File: src/rtl/if_stage.sv
// Instruction-fetch stage: owns the PC, drives the instruction-memory word address and
// fills the IF/ID register, handling stalls, redirects with a one-bubble penalty, and halt.
module if_stage #(
  parameter logic [31:0] RESET_PC = 32'h0000_0000,
  parameter int unsigned IMEM_AW  = 8
) (
  input  logic               clk,
  input  logic               rst_n,
  input  logic               stall,
  input  logic               redirect,
  input  logic [31:0]        redirect_pc,
  input  logic               halt_req,
  output logic [IMEM_AW-1:0] inst_addr,
  input  logic [31:0]        inst_data,
  output logic [31:0]        pc,
  output logic [31:0]        if_id_pc,
  output logic [31:0]        if_id_pc4,
  output logic [31:0]        if_id_inst,
  output logic               if_id_valid,
  output logic               halted,
  output logic [31:0]        fetch_count
);

  typedef enum logic [1:0] {StBoot, StRun, StHalt} state_e;

  state_e      state_q, state_d;
  logic [31:0] pc_q, pc_d;
  logic [31:0] if_id_pc_q, if_id_pc_d;
  logic [31:0] if_id_pc4_q, if_id_pc4_d;
  logic [31:0] if_id_inst_q, if_id_inst_d;
  logic        if_id_valid_q, if_id_valid_d;
  logic        halted_q, halted_d;
  logic [31:0] fetch_count_q, fetch_count_d;

  always_comb begin
    state_d       = state_q;
    pc_d          = pc_q;
    if_id_pc_d    = if_id_pc_q;
    if_id_pc4_d   = if_id_pc4_q;
    if_id_inst_d  = if_id_inst_q;
    if_id_valid_d = if_id_valid_q;
    fetch_count_d = fetch_count_q;
    unique case (state_q)
      StBoot: state_d = StRun;
      StRun: begin
        // Redirect outranks stall so a resolved branch is never lost.
        if (redirect) begin
          pc_d          = redirect_pc & 32'hFFFF_FFFC;
          if_id_inst_d  = 32'h0;
          if_id_valid_d = 1'b0;
        end else if (!stall) begin
          if_id_inst_d  = inst_data;
          if_id_pc_d    = pc_q;
          if_id_pc4_d   = pc_q + 32'd4;
          if_id_valid_d = 1'b1;
          pc_d          = pc_q + 32'd4;
          fetch_count_d = fetch_count_q + 32'd1;
        end
        if (halt_req) state_d = StHalt;
      end
      default: state_d = state_q;
    endcase
    halted_d = (state_d == StHalt);
  end

  always_ff @(posedge clk) begin
    if (!rst_n) begin
      state_q       <= StBoot;
      pc_q          <= RESET_PC;
      if_id_pc_q    <= 32'h0;
      if_id_pc4_q   <= 32'h0;
      if_id_inst_q  <= 32'h0;
      if_id_valid_q <= 1'b0;
      halted_q      <= 1'b0;
      fetch_count_q <= 32'h0;
    end else begin
      state_q       <= state_d;
      pc_q          <= pc_d;
      if_id_pc_q    <= if_id_pc_d;
      if_id_pc4_q   <= if_id_pc4_d;
      if_id_inst_q  <= if_id_inst_d;
      if_id_valid_q <= if_id_valid_d;
      halted_q      <= halted_d;
      fetch_count_q <= fetch_count_d;
    end
  end

  assign inst_addr   = pc_q[IMEM_AW+1:2];
  assign pc          = pc_q;
  assign if_id_pc    = if_id_pc_q;
  assign if_id_pc4   = if_id_pc4_q;
  assign if_id_inst  = if_id_inst_q;
  assign if_id_valid = if_id_valid_q;
  assign halted      = halted_q;
  assign fetch_count = fetch_count_q;

endmodule

File: config.mk
export PLATFORM = sky130hd
export DESIGN_NAME = if_stage
export DESIGN_NICKNAME = d
export VERILOG_FILES = /design/src/rtl/if_stage.sv
export SDC_FILE = /design/constraint.sdc
export NUM_CORES = 1
export LEC_CHECK = 0
export ABC_AREA = 1
export BUFFER_PORTS_ARGS = -buffer_cell sky130_fd_sc_hd__buf_4
export CAP_MARGIN = 40
export CORE_AREA = 2 2 120 122
export DETAILED_ROUTE_END_ITERATION = 12
export DIE_AREA = 0 0 122 124
export PLACE_DENSITY_LB_ADDON = 0.3
export SYNTH_ARGS = -nofsm -noshare
export SYNTH_HDL_FRONTEND = slang
export SYNTH_SLANG_ARGS = --single-unit
File: constraint.sdc
create_clock -name clk -period 4.45 [get_ports clk]
set_input_delay 0.6675 -clock clk [delete_from_list [all_inputs] [get_ports clk]]
set_output_delay 0.6675 -clock clk [all_outputs]
set_load 0.01 [all_outputs]
After elaboration in Yosys (flattened, before gate mapping)
Cells that the tools add are included.
{ "word_totals": {"in_bits": 69, "reg_bits": 164} }
{ "op_classes": {"bitwise_logic": 2, "n_reduce_logical": 3, "n_mux": 8, "eq_ne": 3, "n_addsub": 2} }
{ "op_table": {"columns": ["op", "count"], "rows": [
  ["two-way mux 32 bit", 4],
  ["adder 32 x 1 -> 32 bit (second input constant)", 1],
  ["adder 32 x 3 -> 32 bit (second input constant)", 1],
  ["one-hot mux 2 bit (2 select lines)", 1],
  ["AND reduction 3 bit", 1],
  ["== test 2 x 1 -> 1 bit (second input constant)", 1],
  ["== test 2 bit (second input constant)", 1],
  ["zero test 2 bit", 1],
  ["two-way mux 1 bit", 2],
  ["two-way mux 2 bit", 1],
  ["inequality test 2 x 1 -> 1 bit (second input constant)", 1],
  ["NOT 1 bit", 2],
  ["AND reduction 2 bit", 1]
]} }

Longest topological paths before layout
{ "depth": {"depth_word": 3, "depth_mapped": 12} }

Worst setup path before layout
No wires, ideal clock.
{ "synth_timing": {"path_kind": "input port to flip-flop", "start": "in redirect", "end": "reg fetch_count_q[22] (netlist: fetch_count[22])", "n_path_buf": 1, "cell_stages": 9, "path_slack_ps": 2804, "setup_ps": 115, "arrival_time_ps": 1530, "path_cell_list": "buf_6 -> nor2_2 -> nand2_4 -> nor2_2 -> nand2_1 -> nor2_2 -> nand4_1 -> nand2_1 -> nor2_1"} }
{ "synth_via": {"elab_chain_len": 2} }
{ "synth_lines": {"columns": ["item", "line", "rtl"], "rows": [
  ["from (decl)", "10", "input logic redirect,"],
  ["NOT 1 bit (no line)", null, null],
  ["AND reduction 3 bit (no line)", null, null],
  ["to (signal assigned)", "84", "fetch_count_q <= fetch_count_d;"],
  ["to (decl)", "33", "logic [31:0] fetch_count_q, fetch_count_d;"]
]} }
Every way passes these cells.
A chain may end at the register's enable or synchronous reset.

Final worst setup path
{ "layout_timing": {"start": "in redirect", "end": "reg if_id_pc_q[28] (netlist: if_id_pc[28])"} }
{ "layout_via": {"elab_chain_len": 2} }
{ "layout_lines": {"columns": ["item", "line", "rtl"], "rows": [
  ["NOT 1 bit (no line)", null, null],
  ["AND reduction 3 bit (no line)", null, null],
  ["to (signal assigned)", "79", "if_id_pc_q <= if_id_pc_d;"],
  ["to (decl)", "28", "logic [31:0] if_id_pc_q, if_id_pc_d;"]
]} }
Every way passes these cells.

==> qor.json <==
{
  "outcome": {"value": "complete, no violations"},
  "endpoint_with_the_worst_hold_slack": {"value": "if_id_inst[12]$_SDFFE_PN0P_"},
  "critical_path.startpoint_type": {"value": "primary input"},
  "critPathArrivalTime": {"value": 2.68, "unit": "ns"},
  "netlist.top_cell.by_area": {"value": "dfxtp_1"},
  "reg2reg_depth": {"value": 6},
  "finalClockSkew": {"value": 0.00480, "unit": "ns"},
  "multiInputGateArea": {"value": 3650, "unit": "um2"},
  "dominantRegCellSynth": {"value": "dfxtp_1"},
  "num-nets-final": {"value": 1341},
  "drt-total-wl": {"value": 21.6, "unit": "mm"},
  "crit_required": {"value": 4.81, "unit": "ns"},
  "hpwlAfterDp": {"value": 14.4, "unit": "mm"},
  "first_iter_violations": {"value": 603},
  "element_type_at_the_critical_path_end": {"value": "register"},
  "hold_buffers": {"value": 0},
  "syn_area_per_cell": {"value": 6.93, "unit": "um2"},
  "drtPass1Iterations": {"value": 6},
  "grtUsageMet3": {"value": 7.01, "unit": "%"},
  "count_of_flip_flops_with_a_built_in_enable_after_synthesis": {"value": 0},
  "p_comb_share": {"value": 12.8, "unit": "%"},
  "timing.critical_path.slowest_cell_delay": {"value": 0.62, "unit": "ns"},
  "via_per_inst": {"value": 5.18},
  "grt.overflow.total": {"value": 0},
  "cts_repair_resized_insts": {"value": 0},
  "place.gp.congestion": {"value": 0.900},
  "finalSetupTns": {"value": 0, "unit": "ns"},
  "io_pins": {"value": 239},
  "final_hold_viol_count": {"value": 0},
  "max-slew-margin-rel": {"value": 49.8, "unit": "%"},
  "insertion_delay": {"value": 0.43, "unit": "ns"},
  "postSynthRegisterBits": {"value": 158},
  "power.switching_fraction": {"value": 26.2, "unit": "%"},
  "synthesis.yosys.warnings": {"value": 0},
  "ir_drop_worst_case_vdd": {"value": 0.278, "unit": "mV"},
  "drive_above_1_share": {"value": 24.5, "unit": "%"},
  "synth.top_cells.by_count": {"value": "270 x nand2_1, 182 x nor2_1, 158 x dfxtp_1, 100 x a21oi_1, 78 x inv_1"},
  "initial_antenna_violation_count": {"value": 0},
  "critical_path.slowest_cell": {"value": "buf_4"},
  "overall_die_area": {"value": 15100, "unit": "um2"},
  "post-route-drc-count": {"value": 0},
  "tightestPinTransition": {"value": 0.753, "unit": "ns"},
  "final_min_period_over_clock_period": {"value": 52.1, "unit": "%"},
  "wl_per_cell": {"value": 14.8, "unit": "um"},
  "regToRegEndpoint": {"value": "if_id_pc[28]$_SDFFE_PN0P_"},
  "die_h": {"value": 124, "unit": "um"},
  "cts_max_level": {"value": 4},
  "grt.met2_usage": {"value": 46.2, "unit": "%"},
  "crit-reg2reg-launch": {"value": "state_q[1]$_SDFF_PN0_"},
  "post_cts.repair.setup_buffers": {"value": 0},
  "hold_path.startpoint": {"value": "if_id_inst[12]$_SDFFE_PN0P_"},
  "critical-path-top-cell-by-count": {"value": "buf_4"},
  "drv_slew": {"value": 0},
  "postPlaceCellArea": {"value": 9120, "unit": "um2"},
  "share_seq_of_total_power": {"value": 44.5, "unit": "%"},
  "seqCellArea": {"value": 3160, "unit": "um2"},
  "globalRoute.busiestLayer": {"value": "met2"},
  "tritoncts": {"value": "yes"},
  "clockRootBuffer": {"value": "clkbuf_16"},
  "final_area": {"value": 9720, "unit": "um2"},
  "cell_count_after_synthesis": {"value": 1075},
  "track_usage": {"value": 28.3, "unit": "%"},
  "yosysSeqAreaShare": {"value": 42.5, "unit": "%"},
  "clock_sinks": {"value": 158},
  "cp_max_fo": {"value": 59},
  "antenna_cells_inserted": {"value": 0},
  "placement.io_buffers": {"value": 230},
  "yosysUniqueCellTypes": {"value": 42},
  "die_x": {"value": 122, "unit": "um"},
  "min_path_type": {"value": "reg -> reg"},
  "power_switching": {"value": 916, "unit": "uW"},
  "power.clock.fraction": {"value": 42.8, "unit": "%"},
  "dr_total_vias": {"value": 7569},
  "timing.hold.worst_path_depth": {"value": 2},
  "wire_length_of_the_first_global_routing_pass": {"value": 33.5, "unit": "mm"},
  "initial_utilization": {"value": 54.3, "unit": "%"},
  "grt_util_met1": {"value": 35.9, "unit": "%"},
  "power.leakage": {"value": 0.00438, "unit": "uW"},
  "vias_in_the_first_global_route": {"value": 6763},
  "pwr_density_cell": {"value": 360, "unit": "nW/um2"},
  "max-cap-violations": {"value": 0},
  "fmax": {"value": 0.431, "unit": "GHz"},
  "core": {"value": 13700, "unit": "um2"},
  "areaGrowthSynthToFinish": {"value": 30.5, "unit": "%"},
  "grt_start_max_net_pins": {"value": 78},
  "yosys.cell_count.top_type": {"value": "nand2_1"},
  "rows": {"value": 43},
  "internal-power": {"value": 2580, "unit": "uW"},
  "cells_traversed_along_the_worst_timing_path": {"value": "buf_4 -> clkinv_2 -> nand2_4 -> nor2_8 -> buf_4 -> o21ai_0 -> a21oi_1"},
  "asyncSetResetFlopFracSynth": {"value": 0, "unit": "%"},
  "post_synth_instance_area": {"value": 7450, "unit": "um2"},
  "rsz0062_at_grt": {"value": "no"},
  "final-setup-viol-count": {"value": 0},
  "finalWorstPathRequiredPeriod": {"value": 2.32, "unit": "ns"},
  "clkSlewWorstSetupHoldPaths": {"value": 0.06, "unit": "ns"},
  "post_synth_main_area_contributors": {"value": "dfxtp_1 42%, nand2_1 14%, nor2_1 9.2%, a21oi_1 6.7%, o21ai_0 4.9%"},
  "timing.reg2reg.setup_slack": {"value": 2.27, "unit": "ns"},
  "num-fill-cells": {"value": 1163},
  "clock_path_buffers": {"value": 2},
  "synth_top_area_share": {"value": 42.5, "unit": "%"},
  "critical_path_class": {"value": "in -> reg"},
  "numCtsBuffers": {"value": 17},
  "antenna_left": {"value": 0}
}
==> through the flow <==
stage,hold WS (ns),util (%),std cells,worst slack (ns),power [uW]
4_1_cts,0.463,70.8,1462,2.14,3510
5_1_grt,0.477,70.8,1462,1.94,3620
3_3_place_gp,0.448,66.5,1431,1.73,2020
6_report,0.461,70.8,1462,2.13,3500
3_5_place_dp,0.454,66.5,1431,1.69,2030
2_1_floorplan,0.484,-,1080,2.80,1820
==> placed cells by master, fill, tap and decap left out, types with 6 or more instances in the layout <==
cell,n
o21ai_1,17
clkbuf_16,17
nand3_1,30
nand2_2,8
nand2_1,270
a21oi_1,100
nand3b_1,7
nor2_4,10
nor3_1,6
conb_1,6
nand4_1,6
xor2_1,15
o21ai_0,73
nor2_1,182
nor2_2,8
buf_4,235
dfxtp_1,158
inv_1,78
==> power groups by stage <==
stage	combinational, uW	clock [uW]	sequential (uW)
4_1_cts	447	1510	1560
2_1_floorplan	228	0	1600
5_1_grt	493	1560	1570
6_report	446	1500	1560
3_5_place_dp	444	0	1580
3_3_place_gp	436	0	1580
==> cell families after synthesis <==
kind of cell | after synthesis | share of synthesized area (%)
AND/OR/NAND/NOR | 543 | 31.8
flip-flops | 158 | 42.5
adder cells (fa/ha/maj) | 2 | 0.336
AO/OA/AOI/OAI | 202 | 14.0
XOR/XNOR | 21 | 2.57
other | 1 | 0.0504
buffers and inverters | 148 | 8.82
==> worst max-delay path, delay by kind of cell <==
| kind | cells | cell delay (ns) |
|---|---|---|
| compound gates | 2 | 0.31 |
| buf+inv | 3 | 0.99 |
| simple gates | 2 | 0.61 |
==> area by class of cell <==
class / count / area share, %
multi-input combinational: 774 / 37.6
clock buffer: 20 / 4.70
clock inverter: 11 / 1.45
tap: 180 / 2.32
timing repair buffer: 235 / 18.2
inverter: 84 / 3.26
sequential: 158 / 32.5
==> worst max path at each step <==
| stage | start | endpoint | cells after the start |
|---|---|---|---|
| 2_1_floorplan | redirect | fetch_count[22]$_SDFFE_PN0P_ | 9 |
| 3_3_place_gp | redirect | if_id_pc4[15]$_SDFFE_PN0P_ | 9 |
| 3_5_place_dp | redirect | if_id_pc4[18]$_SDFFE_PN0P_ | 9 |
| 4_1_cts | redirect | if_id_pc4[16]$_SDFFE_PN0P_ | 9 |
| 5_1_grt | redirect | if_id_pc4[16]$_SDFFE_PN0P_ | 9 |
| 6_report | redirect | if_id_pc[28]$_SDFFE_PN0P_ | 7 |
==> metal layers <==
layer  vias to the layer above  share of wire [%]
li1                       3772                  -
met1                      3443                 42
met2                       310                 47
met3                        44                8.1
met4                         0                2.3
met5                         -                  0
==> state kept, by name, indices dropped and copies added, names as in the netlist <==
| register | flops |
|---|---|
| fetch_count | 32 |
| halted | 1 |
| if_id_inst | 32 |
| if_id_pc | 30 |
| if_id_pc4 | 30 |
| if_id_valid | 1 |
| pc | 30 |
| state_q | 2 |
Note: power is estimated with default switching activity, not from simulation.
